<file path="src/rtl/zone_alarm_ctrl.sv">
// Multi-zone alarm controller: arm/disarm FSM with exit/entry delays, zone trip latching and code disarm.
// Optional build macro ALARM_TIMEOUT_EN: ALARM times out after SIREN_CYCLES and returns to ARMED.
module zone_alarm_ctrl #(
    parameter int                NZONES       = 6,
    parameter int                CODE_W       = 4,
    parameter logic [CODE_W-1:0] CODE         = 4'h9,
    parameter int                EXIT_CYCLES  = 8,
    parameter int                ENTRY_CYCLES = 4,
    parameter logic [NZONES-1:0] INSTANT_MASK = 6'b100000,
    parameter int                MAX_TRIES    = 3,
    parameter int                SIREN_CYCLES = 16,
    localparam int CNT_W = $clog2(((((EXIT_CYCLES > ENTRY_CYCLES) ? EXIT_CYCLES : ENTRY_CYCLES)
                                   > SIREN_CYCLES) ? ((EXIT_CYCLES > ENTRY_CYCLES) ? EXIT_CYCLES
                                   : ENTRY_CYCLES) : SIREN_CYCLES) + 1)
) (
    input  logic              clk_2,
    input  logic              rst_n,
    input  logic              arm,
    input  logic [NZONES-1:0] zones,
    input  logic [CODE_W-1:0] code,
    input  logic              code_enter,
    output logic [2:0]        state,
    output logic [NZONES-1:0] zone_latch,
    output logic              siren,
    output logic              armed_led,
    output logic [CNT_W-1:0]  countdown,
    output logic              arm_fault
);

    localparam int TRY_W = $clog2(MAX_TRIES + 1);

    typedef enum logic [2:0] {
        S_DISARMED = 3'd0,
        S_EXIT     = 3'd1,
        S_ARMED    = 3'd2,
        S_ENTRY    = 3'd3,
        S_ALARM    = 3'd4
    } state_t;

`ifdef ALARM_TIMEOUT_EN
    localparam logic [CNT_W-1:0] ALARM_LOAD = CNT_W'(SIREN_CYCLES - 1);
`else
    localparam logic [CNT_W-1:0] ALARM_LOAD = '0;
`endif

    state_t            state_q, state_d;
    logic [CNT_W-1:0]  cnt_q, cnt_d;
    logic [NZONES-1:0] latch_q, latch_d;
    logic [TRY_W-1:0]  tries_q, tries_d, tries_inc;
    logic              fault_q, fault_d;
    logic              siren_q, siren_d;
    logic              led_q, led_d;
    logic [CNT_W-1:0]  cd_q, cd_d;
    logic              arm_q, code_q;
    logic              arm_rise, code_rise, valid, wrong, show_cnt;

    assign arm_rise  = arm & ~arm_q;
    assign code_rise = code_enter & ~code_q;
    assign valid     = code_rise & (code == CODE);
    assign wrong     = code_rise & (code != CODE);
    assign tries_inc = tries_q + TRY_W'(1);

    always_comb begin
        state_d = state_q;
        cnt_d   = cnt_q;
        latch_d = latch_q;
        tries_d = tries_q;
        fault_d = 1'b0;
        case (state_q)
            S_DISARMED: begin
                if (arm_rise) begin
                    if (zones == '0) begin
                        state_d = S_EXIT;
                        cnt_d   = CNT_W'(EXIT_CYCLES - 1);
                        latch_d = '0;
                        tries_d = '0;
                    end else begin
                        fault_d = 1'b1;
                    end
                end
            end
            S_EXIT: begin
                if (valid)              state_d = S_DISARMED;
                else if (cnt_q == '0)   state_d = S_ARMED;
                else                    cnt_d   = cnt_q - CNT_W'(1);
            end
            S_ARMED: begin
                if (valid) begin
                    state_d = S_DISARMED;
                end else if ((zones & INSTANT_MASK) != '0) begin
                    state_d = S_ALARM;
                    cnt_d   = ALARM_LOAD;
                    latch_d = latch_q | zones;
                end else if (zones != '0) begin
                    state_d = S_ENTRY;
                    cnt_d   = CNT_W'(ENTRY_CYCLES - 1);
                    latch_d = latch_q | zones;
                end
            end
            S_ENTRY: begin
                latch_d = latch_q | zones;
                if (valid) begin
                    state_d = S_DISARMED;
                end else begin
                    if (wrong) tries_d = tries_inc;
                    // Too many wrong codes cuts the entry delay short
                    if ((wrong && tries_inc == TRY_W'(MAX_TRIES)) || cnt_q == '0) begin
                        state_d = S_ALARM;
                        cnt_d   = ALARM_LOAD;
                    end else begin
                        cnt_d = cnt_q - CNT_W'(1);
                    end
                end
            end
            S_ALARM: begin
                latch_d = latch_q | zones;
                if (valid) begin
                    state_d = S_DISARMED;
                end
`ifdef ALARM_TIMEOUT_EN
                else if (cnt_q == '0) begin
                    state_d = S_ARMED;
                end else begin
                    cnt_d = cnt_q - CNT_W'(1);
                end
`endif
            end
            default: state_d = S_DISARMED;
        endcase
        if (state_d == S_DISARMED) tries_d = '0;
    end

    always_comb begin
        siren_d  = (state_d == S_ALARM);
        led_d    = (state_d == S_EXIT) || (state_d == S_ARMED) || (state_d == S_ENTRY);
        show_cnt = (state_d == S_EXIT) || (state_d == S_ENTRY);
`ifdef ALARM_TIMEOUT_EN
        show_cnt = show_cnt || (state_d == S_ALARM);
`endif
        cd_d     = show_cnt ? cnt_d : '0;
    end

    // History registers reset high so a switch held through reset gives no edge
    always_ff @(posedge clk_2 or negedge rst_n) begin
        if (!rst_n) begin
            state_q <= S_DISARMED;
            cnt_q   <= '0;
            latch_q <= '0;
            tries_q <= '0;
            fault_q <= 1'b0;
            siren_q <= 1'b0;
            led_q   <= 1'b0;
            cd_q    <= '0;
            arm_q   <= 1'b1;
            code_q  <= 1'b1;
        end else begin
            state_q <= state_d;
            cnt_q   <= cnt_d;
            latch_q <= latch_d;
            tries_q <= tries_d;
            fault_q <= fault_d;
            siren_q <= siren_d;
            led_q   <= led_d;
            cd_q    <= cd_d;
            arm_q   <= arm;
            code_q  <= code_enter;
        end
    end

    assign state      = state_q;
    assign zone_latch = latch_q;
    assign siren      = siren_q;
    assign armed_led  = led_q;
    assign countdown  = cd_q;
    assign arm_fault  = fault_q;

endmodule

</file>
<file path="config.mk">
export PLATFORM = sky130hd
export DESIGN_NAME = zone_alarm_ctrl
export DESIGN_NICKNAME = d
export VERILOG_FILES = /design/src/rtl/zone_alarm_ctrl.sv
export SDC_FILE = /design/constraint.sdc
export NUM_CORES = 1
export LEC_CHECK = 0
export BUFFER_PORTS_ARGS = -buffer_cell sky130_fd_sc_hd__buf_4
export CAP_MARGIN = 15
export CORE_UTILIZATION = 36
export CTS_CLUSTER_DIAMETER = 60
export DETAILED_ROUTE_END_ITERATION = 8
export PLACE_DENSITY = 0.59
export SLEW_MARGIN = 10
export SYNTH_ARGS = -nofsm -noshare
export SYNTH_HDL_FRONTEND = slang
export SYNTH_SLANG_ARGS = --single-unit
</file>
<file path="constraint.sdc">
create_clock -name clk_2 -period 1.8 [get_ports clk_2]
set_input_delay 0.36 -clock clk_2 [delete_from_list [all_inputs] [get_ports clk_2]]
set_output_delay 0.36 -clock clk_2 [all_outputs]
set_load 0.02 [all_outputs]
</file>
==> metrics.csv, run 1 <==
stage,metric,value,unit
power,power_density,1310,nW/µm²
critical_path,slowest_delay,0.50,ns
clocking,clock_latency,0.33,ns
sta,relSlewSlack,68.2,%
sta,drv_slew,0,
power,ir_worst_vdd,0.680,mV
layout,stdcell_count,233,
sta,worst_clock_skew,0.000623,ns
global_route,antenna_found_initial,0,
place,dp_hpwl,2510,µm
min_path,min_path_type,in2reg,
floorplan,pin_count,31,
power,leakagePower,0.902,nW
clocking,cts.sinks,26,
critical_path,r2r_setup_slack,-0.03,ns
layout,diodes,0,
layout,fin_util,58.8,%
sta,period_share,102,%
synth,netlist_instances,121,
critical_path,r2r_start,cnt_q[1],
flow_run,maxCapViolCount,0,
critical_path,cp.required,2.03,ns
sta,rsz0062_at_grt,true,
synth,avgSynthCellArea,10.4,µm²
critical_path,r2r_end,cnt_q[2],
sta,setup_tns,-0.0920,ns
clocking,ctsLongestPathBuffers,2,
floorplan,die_w,61.2,µm
routing,avgRoutedWirePerCell,14.5,µm
critical_path,cp_cell_sequence,inv_2 -> ha_4 -> or4b_4 -> nand2_4 -> or3_4 -> o21ai_1 -> or2_2,
global_route,grt_pass1_wl,5190,µm
synth,synth.distinct_cells,41,
critical_path,cp-end-kind,flip-flop,
sta,clock.fmax,547,MHz
layout,nNetsFinal,205,
min_path,hold_end,arm_q,
layout,fillers,292,
routing,drc,0,
floorplan,fp.dieH,61.2,µm
global_route,grt_start_max_net_pins,27,
critical_path,cp.arrival,2.06,ns
floorplan,num_rows,21,
synth,synth.most_common_cell,dfrtp_1,
floorplan,start_util,37.9,%
sta,min_period,1.83,ns
synth,synth.cells.most_frequent,"dfrtp_1 (24), nor2_1 (13), a22o_1 (7), o21ai_0 (7), inv_1 (6)",
place,pre_cts_slack,-0.221,ns
sta,holdWs,0.131,ns
floorplan,core,3340,µm²
place,dpl_cell_area,1760,µm²
global_route,grt-ovfl-total,0,
routing,drtIter0Drc,67,
critical_path,path_class,reg2reg,
synth,ys_async_sr_fraction,100,%
clocking,cts_buffers,3,
place,dp.cells,224,
place,routabilityCongestion,0.829,
synth,synthFlopType,dfrtp_1,
critical_path,crit_path_max_fanout,4,
sta,hold_viol,0,
critical_path,reg2regPathDepth,7,
routing,ant_nets,0,
clocking,clk_pin_slew,0.14,ns
clocking,cts.htree.levels,1,
layout,finish.instance_area,1960,µm²
sta,layout_setup_ws,-0.0290,ns
floorplan,die_area,3750,µm²
global_route,track_usage,19.3,%
layout,drive_gt1_share,47.1,%
synth,synth_area_leaders,"dfrtp_1 (48%), a22o_1 (4.9%), dfstp_2 (4.2%), nor2_1 (3.9%), ha_1 (3.0%)",
power,report.power.total,2.58,mW
clocking,root_buffer,clkbuf_4,
min_path,holdPathStages,1,
synth,yosysWarnings,0,
run_status,violations,setup timing,
clocking,cts_tree,built,
synth,syn-num-nets,138,
synth,seq_area_frac_synth,51.7,%
sta,setup_viol,4,
place,portBuffers,30,
min_path,holdCritStartpoint,arm,
critical_path,crit_path_start_kind,flip-flop,
synth,ys_ff_latch,26,
routing,firstDrtPassIters,4,
layout,multi_input_area,692,µm²
layout,final-seq-area,653,µm²
synth,yosysTopAreaCellShare,47.5,%
routing,avgViaCountPerCell,5.24,
critical_path,slowest_stage,or4b_4,
sta,tightest_slew,0.472,ns
global_route,first_global_vias,1171,
layout,synthToLayoutAreaGrowth,55.1,%
synth,synth_area,1260,µm²
routing,vias,1222,
run_status,outcome,finished with violations,
synth,yosysTopAreaCell,dfrtp_1,
routing,wl,3390,µm
synth,synth_edf_count,0,
## cell usage in the layout, fill, tap and decap left out, types with 2 or more instances in the layout
cell type  instances
a21oi_1            3
inv_2              2
nor2_1            13
a22o_1             7
or3_1              2
o211ai_1           2
buf_4             63
a21o_1             2
o21ai_0            3
nand2b_1           4
ha_1               2
clkbuf_4           3
nor2b_1            3
or2_2              2
a31oi_1            3
nand3_1            3
o21a_1             2
dfrtp_1           24
dfstp_2            2
o21ai_1            4
inv_1              4
nand2_1            4
## flip-flops by register name, indices dropped and copies added (netlist names)
| register | flops |
|---|---|
| zone_latch | 6 |
| cnt_q | 5 |
| countdown | 5 |
| state | 3 |
| tries_q | 2 |
| arm_fault | 1 |
| arm_q | 1 |
| armed_led | 1 |
| code_q | 1 |
| siren | 1 |
## how the worst max path moves through the flow
| stage | end | startpoint | slack, ns | cells after the start |
|---|---|---|---|---|
| after CTS | tries_q[0] | cnt_q[0] | -0.08 | 7 |
| final | cnt_q[2] | cnt_q[1] | -0.03 | 7 |
| after floorplan | countdown[4] | cnt_q[0] | 0.03 | 7 |
| after global routing | countdown[4] | cnt_q[0] | -0.11 | 7 |
| after detailed placement | tries_q[0] | code[0] | -0.22 | 7 |
| after global placement | tries_q[0] | zones[0] | -0.27 | 6 |
## layer usage
metal / global-route usage [%] / part of all wire (%) / vias to the layer above
li1: - / - / 591
met4: 8.44 / 1.4 / 0
met1: 23.6 / 42 / 589
met2: 33.9 / 52 / 37
met5: 0 / 0 / -
met3: 2.73 / 4.5 / 5
## power breakdown
group	switching, mW	internal, mW
Combinational	0.655	0.672
Clock	0.180	0.225
Sequential	0.105	0.738
Total	0.941	1.64
## cells by family (layout without fill, tap and decap cells)
family                     Yosys count  count (layout)  synth area share [%]
adders and majority gates            3               3                  2.97
AOI/OAI and AO/OA                   38              38                  22.2
DFF                                 26              26                  51.7
and+or+nand+nor                     46              46                  20.8
buffers and inverters                8              74                  2.38
## cell type report
class	count	area share, %
multi-input cells	87	35.3
inverters	6	1.15
repair buffers	64	24.6
clock buffers	3	1.15
clock inverters	1	1.53
flip-flops and latches	26	33.3
well taps	46	2.94
## critical path: cells and delay by family, from the launching register on
kind,cells,cell delay (ns)
fa+ha+maj,1,0.12
simple gates,4,1.03
compound gates,1,0.08
buf+inv,1,0.09
flops,1,0.42
## timing repair
item	4_1_cts	5_1_grt
hold buffers	1	0
setup buffers	2	2
hold endpoints to repair	24	0
resized for setup	11	14
pin swaps	5	8
setup endpoints to repair	8	12
No activity file was read; power rests on OpenSTA's default activity.
==> run 2: changes to the inputs <==
Settings changed: ABC_AREA set to 1, PLACE_DENSITY 0.59 to 0.58.
==> run 2 against run 1 <==
  * Critical endpoint is now countdown[2]
  * Register-to-register slack better by 0.24 ns
  * The run now ends clean
  * Non-clock buffer count down 25
  * Area after synthesis up 12%
  * Sequential power down 19%
  * Critical path type unchanged
==> metrics.csv, run 2 <==
stage,metric,value,unit,change
routing,ant_nets,0,,unchanged
layout,mostFrequentLayoutCells,"buf_4 (38), nand2_1 (37), dfrtp_1 (24), nor2_1 (22), inv_1 (20)",,
sta,setup_viol,0,,-4
clocking,cts_buffers,3,,unchanged
clocking,cts_tree,built,,
place,portBuffers,30,,unchanged
global_route,track_usage,17.3,%,-2.0 points
global_route,grt-ovfl-total,0,,unchanged
critical_path,slowest_delay,0.39,ns,-0.11 ns
routing,drtIter0Drc,59,,-12%
place,dpl_cell_area,1750,µm²,-0.43%
layout,diodes,0,,unchanged
synth,synthFlopType,dfrtp_1,,
layout,fillers,366,,+25%
power,ir_worst_vdd,0.367,mV,-46%
floorplan,start_util,38.1,%,+0.24 points
synth,avgSynthCellArea,7.91,µm²,-24%
clocking,clk_pin_slew,0.09,ns,-0.05 ns
synth,synth.distinct_cells,25,,-39%
floorplan,die_area,4190,µm²,+12%
floorplan,core,3720,µm²,+11%
critical_path,cp.arrival,1.76,ns,-0.30 ns
synth,synth_mux_area_share,0,%,unchanged
routing,firstDrtPassIters,4,,unchanged
power,power_density,964,nW/µm²,-27%
synth,netlist_instances,179,,+48%
sta,worst_clock_skew,0.00353,ns,+0.00291 ns
critical_path,slowest_stage,dfrtp_1,,
layout,fin_util,49.6,%,-9.1 points
synth,synth_compound_area_share,10.9,%,-11 points
layout,drive_gt1_share,31.7,%,-15 points
layout,synthToLayoutAreaGrowth,30.2,%,
synth,yosysWarnings,0,,unchanged
synth,ys_ff_latch,26,,unchanged
critical_path,cp.required,1.97,ns,-0.06 ns
synth,synth_area_leaders,"dfrtp_1 (42%), nand2_1 (10%), nand3_1 (6.4%), nor2_1 (6.1%), inv_1 (5.3%)",,
sta,drv_slew,0,,unchanged
critical_path,reg2regPathDepth,11,,+4
critical_path,cp-end-kind,flip-flop,,
routing,avgViaCountPerCell,4.91,,-6.4%
synth,ys_async_sr_fraction,100,%,unchanged
routing,wl,3170,µm,-6.4%
place,dp_hpwl,2440,µm,-2.4%
critical_path,critical_path.most_common_cell,inv_1,,
synth,seq_area_frac_synth,46.1,%,-5.6 points
flow_run,maxCapViolCount,0,,unchanged
global_route,antenna_found_initial,0,,unchanged
global_route,grt_start_max_net_pins,27,,unchanged
global_route,grt_pass1_wl,5510,µm,+6.1%
sta,hold_viol,0,,unchanged
critical_path,crit_path_max_fanout,6,,+2
synth,yosysTopAreaCell,dfrtp_1,,
routing,vias,1321,,+8.1%
global_route,first_global_vias,1249,,+6.7%
critical_path,crit_path_start_kind,flip-flop,,
clocking,root_buffer,clkbuf_8,,
floorplan,pin_count,31,,unchanged
synth,yosysTopAreaCellShare,42.4,%,-5.1 points
layout,finish.instance_area,1840,µm²,-5.9%
synth,syn-num-nets,196,,+42%
place,routabilityCongestion,0.909,,+9.6%
critical_path,cp_cell_sequence,inv_1 -> ha_1 -> inv_1 -> nor2_2 -> nand2_2 -> nand2_2 -> nor2_1 -> nand3_1 -> nand3_4 -> nand2_1 -> inv_1,,
synth,synth_xor_area_share,0,%,unchanged
floorplan,num_rows,22,,+4.8%
sta,period_share,88.2,%,-13 points
routing,avgRoutedWirePerCell,11.8,µm,-19%
clocking,ctsLongestPathBuffers,2,,unchanged
min_path,holdPathStages,1,,unchanged
synth,synth_edf_count,0,,unchanged
synth,synthAdderAreaFrac,2.65,%,-0.32 points
layout,layout_commonest_cell,buf_4,,
sta,relSlewSlack,74.3,%,+6.1 points
sta,min_period,1.59,ns,-0.242 ns
run_status,outcome,finished clean,,
min_path,min_path_type,in2reg,,
floorplan,fp.dieH,64.7,µm,+5.7%
clocking,cts.htree.levels,1,,unchanged
critical_path,path_class,reg2reg,,
sta,tightest_slew,0.385,ns,-0.0870 ns
synth,synthSimpleGateAreaFrac,33.0,%,+12 points
clocking,cts.sinks,26,,unchanged
synth,synth_top_family_by_area,simple AND/OR/NAND/NOR gates,,
clocking,clock_latency,0.27,ns,-0.06 ns
layout,largest_register_ffs,6,,unchanged
power,leakagePower,0.938,nW,+4.0%
sta,clock.fmax,630,MHz,+15%
routing,drc,0,,unchanged
synth,synth.cells.most_frequent,"nand2_1 (39), dfrtp_1 (24), nor2_1 (23), inv_1 (20), nand3_1 (18)",,
floorplan,die_w,64.7,µm,+5.7%
layout,nNetsFinal,239,,+17%
synth,synth_area,1420,µm²,+12%
synth,synth.most_common_cell,nand2_1,,
==> run 2: cell count changes after synthesis, sizes merged, moves of 4 or more <==
cell    change
a21oi      +11
inv        +19
nand2      +37
nand3      +17
nor2       +16
nand2b      -4
a22o        -7
==> run 2: report_power, final <==
group | switching (mW) | internal, mW
logic | 0.407 | 0.310
registers | 0.0493 | 0.636
clock network | 0.180 | 0.196
==> run 2: cells by family after synthesis <==
group           Yosys count
flops                    26
simple gates             95
buf+inv                  27
compound gates           28
fa+ha+maj                 3
==> run 2: stage by stage <==
stage          cells  worst slack, ns  total power [mW]  setup TNS [ns]  hold WS [ns]
2_1_floorplan    179            0.256              1.11               0        0.0644
6_report         269            0.213              1.78               0         0.196
5_1_grt          269         -0.00182              1.92        -0.00182         0.186
4_1_cts          268           0.0195              1.77               0         0.189
3_3_place_gp     263           0.0619              1.37               0         0.283
3_5_place_dp     263           0.0435              1.39               0         0.289
==> run 2: path summary, 6_finish.rpt <==
| path | slack (ns) | end | start |
|---|---|---|---|
| worst max-delay path | 0.21 | countdown[2] | cnt_q[1] |
| worst min-delay path | 0.20 | code_q | code_enter |
| worst max register to register | 0.21 | countdown[2] | cnt_q[1] |
| worst min register to register | 0.51 | zone_latch[5] | zone_latch[5] |
| max in group asynchronous | 0.98 | code_q | rst_n |
| min in group asynchronous | 0.52 | tries_q[0] | rst_n |
==> run 2: routing by layer <==
| metal | part of all wire (%) | GRT usage [%] |
|---|---|---|
| met1 | 45 | 20.8 |
| met2 | 48 | 29.4 |
| met3 | 4.3 | 2.99 |
| met4 | 2.6 | 8.89 |
| met5 | 0 | 0 |
==> run 2: final cells by class <==
class                      instances  area [µm²]  area share (%)
tap                               48        60.1            3.26
clock buffer                       4        55.1            2.99
multi-input combinational        126         682            37.0
timing repair buffer              39         295            16.0
sequential                        26         653            35.4
inverter                          26        98.8            5.36
==> run 2: critical path: cells and delay by family, from the launching register on <==
family                   cells  cell delay, ns
buffers and inverters        3            0.16
AND/OR/NAND/NOR              7            0.79
adder cells (fa/ha/maj)      1            0.14
flip-flops                   1            0.39
==> run 2: timing repair <==
| item | CTS | global route |
|---|---|---|
| endpoints found under the hold margin | 24 | 0 |
| resized for setup | 0 | 5 |
| endpoints found under the setup margin | 0 | 10 |
| buffers inserted | 0 | 1 |
| hold buffers | 1 | 0 |
==> run 3: changes to the inputs <==
--- a/config.mk
+++ b/config.mk
@@ -11,4 +11,5 @@
 export CORE_UTILIZATION = 36
 export CTS_CLUSTER_DIAMETER = 60
+export CTS_CLUSTER_SIZE = 40
 export DETAILED_ROUTE_END_ITERATION = 8
 export PLACE_DENSITY = 0.58
==> constraint.sdc (replaced) <==
create_clock -name clk_2 -period 1.8 [get_ports clk_2]
set_input_delay 0.18 -clock clk_2 [delete_from_list [all_inputs] [get_ports clk_2]]
set_output_delay 0.18 -clock clk_2 [all_outputs]
set_load 0.02 [all_outputs]
==> run 3 against run 2 <==
  * Global-route usage grew 1.2 points
  * First-iteration DRC count shrank 3.4%
  * Worst hold slack lost 0.18 ns
  * Maximum frequency shrank 0.35%
  * Core utilization shrank 0.30 points
  * Sequential share of layout area grew 0.22 points
  * Routed wire length grew 5.7%
  * Clock power grew 30%
  * Via count shrank 0.23%
  * Non-clock buffer count shrank 3
==> metrics.csv, run 3 (synthesis gave the netlist of run 2 again) <==
stage,metric,value,unit,change
floorplan,fp.dieH,64.7,µm,unchanged
clocking,clock_latency,0.27,ns,about the same
place,routabilityCongestion,1.02,,+12%
clocking,ctsLongestPathBuffers,2,,unchanged
power,ir_worst_vdd,0.411,mV,+12%
critical_path,cp.arrival,1.77,ns,about the same
critical_path,cp.required,1.98,ns,about the same
sta,setup_tns,0,ns,unchanged
run_status,outcome,finished clean,,
global_route,grt_start_max_net_pins,27,,unchanged
routing,drc,0,,unchanged
layout,drive_gt1_share,31.2,%,-0.48 points
global_route,antenna_found_initial,0,,unchanged
routing,avgRoutedWirePerCell,12.6,µm,+6.9%
layout,multi_input_area,677,µm²,-0.73%
critical_path,r2r_end,countdown[1],,
sta,relSlewSlack,74.7,%,+0.38 points
sta,layout_setup_ws,0.208,ns,-0.00553 ns
layout,nNetsFinal,236,,-1.3%
routing,ant_nets,0,,unchanged
critical_path,cp-end-kind,flip-flop,,
layout,finish.instance_area,1830,µm²,-0.61%
layout,final-seq-area,653,µm²,unchanged
routing,firstDrtPassIters,4,,unchanged
global_route,first_global_vias,1339,,+7.2%
routing,vias,1318,,-0.23%
sta,period_share,88.5,%,+0.31 points
floorplan,num_rows,22,,unchanged
place,dp_hpwl,2570,µm,+5.1%
layout,largest_register_ffs,6,,unchanged
sta,min_period,1.59,ns,+0.00553 ns
clocking,root_buffer,clkbuf_8,,
floorplan,core,3720,µm²,unchanged
floorplan,pin_count,31,,unchanged
sta,hold_viol,0,,unchanged
clocking,cts_tree,built,,
place,dpl_cell_area,1730,µm²,-1.3%
critical_path,reg2regPathDepth,14,,+3
clocking,cts.htree.levels,1,,unchanged
global_route,grt_use_met3,3.35,%,+0.35 points
critical_path,crit_path_start_kind,flip-flop,,
critical_path,crit_path_end,countdown[1],,
place,portBuffers,30,,unchanged
place,pre_cts_slack,0.141,ns,+0.0977 ns
layout,fillers,384,,+4.9%
routing,drtIter0Drc,57,,-3.4%
critical_path,r2r_start,cnt_q[1],,
routing,avgViaCountPerCell,4.95,,+0.90%
global_route,track_usage,18.6,%,+1.2 points
power,power_density,1000,nW/µm²,+4.0%
global_route,grt-ovfl-total,0,,unchanged
global_route,met2_usage,31.1,%,+1.7 points
layout,mostFrequentLayoutCells,"nand2_1 (36), buf_4 (35), dfrtp_1 (24), nor2_1 (22), inv_1 (20)",,
global_route,gr-usage-met1,22.3,%,+1.5 points
layout,fin_util,49.3,%,-0.30 points
clocking,clk_pin_slew,0.09,ns,about the same
routing,wl,3350,µm,+5.7%
layout,stdcell_count,266,,-1.1%
place,dp.cells,260,,-1.1%
sta,holdWs,0.0110,ns,-0.185 ns
sta,tightest_slew,0.380,ns,-0.00576 ns
clocking,cts_buffers,3,,unchanged
flow_run,maxCapViolCount,0,,unchanged
power,leakagePower,0.929,nW,-0.96%
critical_path,r2r_setup_slack,0.21,ns,about the same
critical_path,crit_path_max_fanout,5,,-1
sta,drv_slew,0,,unchanged
clocking,cts.sinks,26,,unchanged
global_route,top_usage_layer,met2,,
sta,worst_clock_skew,0.00339,ns,-0.000142 ns
critical_path,cp-startpoint,cnt_q[1],,
floorplan,die_w,64.7,µm,unchanged
critical_path,path_class,reg2reg,,
global_route,grt_pass1_wl,5850,µm,+6.3%
sta,setup_viol,0,,unchanged
floorplan,die_area,4190,µm²,unchanged
sta,clock.fmax,628,MHz,-0.35%
layout,synthToLayoutAreaGrowth,29.4,%,
floorplan,start_util,38.1,%,unchanged
layout,diodes,0,,unchanged
min_path,min_path_type,in2reg,,
power,report.power.total,1.84,mW,+3.4%
layout,layout_commonest_cell,nand2_1,,
[run 3: cell types whose count changed in the layout (fill, tap and decap cells not counted)]
| cell | delta |
|---|---|
| buf_4 | -3 |
| bufinv_16 | +1 |
| clkbuf_8 | -1 |
| nand2_1 | -1 |
| nand2_2 | +1 |
| nand3_2 | +1 |
| nand3_4 | -1 |
[run 3: routing by layer]
layer / wire length (µm) / up-vias
li1: - / 654
met4: 107 / 0
met3: 226 / 9
met2: 1590 / 50
met5: 0 / -
met1: 1430 / 605
[run 3: worst min-delay path by stage]
stage | endpoint | slack, ns | cells after the start | start
finish | arm_q | 0.01 | 1 | arm
global route | arm_q | 0.002 | 1 | arm
CTS | arm_q | 0.007 | 1 | arm
detailed placement | armed_led | 0.11 | 1 | rst_n
global placement | tries_q[0] | 0.11 | 1 | rst_n
floorplan | arm_fault | -0.12 | 0 | rst_n
[run 3: final cells by class]
cell class	count	area share, %
multi-input combinational	126	36.9
sequential	26	35.6
timing repair buffer	36	14.9
inverter	26	5.39
tap	48	3.28
clock buffer	3	2.25
clock inverter	1	1.64
[run 3: critical path, cell delays in order, from the launching register on]
cell     delay, ns
dfrtp_1       0.39
inv_1         0.07
ha_1          0.17
inv_1         0.06
nor2_2        0.04
nand2_2       0.10
nand2_1       0.08
inv_1         0.13
nand2_1       0.06
nand2_1       0.06
nor2_1        0.04
nor2_1        0.09
nand3_1       0.09
nand2_1       0.07
inv_1         0.04
[run 3: what timing repair did]
item,in CTS,in global routing
setup buffers,0,1
hold endpoints to repair,24,0
endpoints found under the setup margin,0,8
hold buffers,1,0
gates resized for setup,0,5
[run 3: report_power, final]
part | internal [mW] | leakage [nW] | switching [mW] | total [mW]
logic | 0.266 | 0.572 | 0.396 | 0.662
clock network | 0.298 | 0.0357 | 0.190 | 0.488
registers | 0.636 | 0.321 | 0.0519 | 0.688
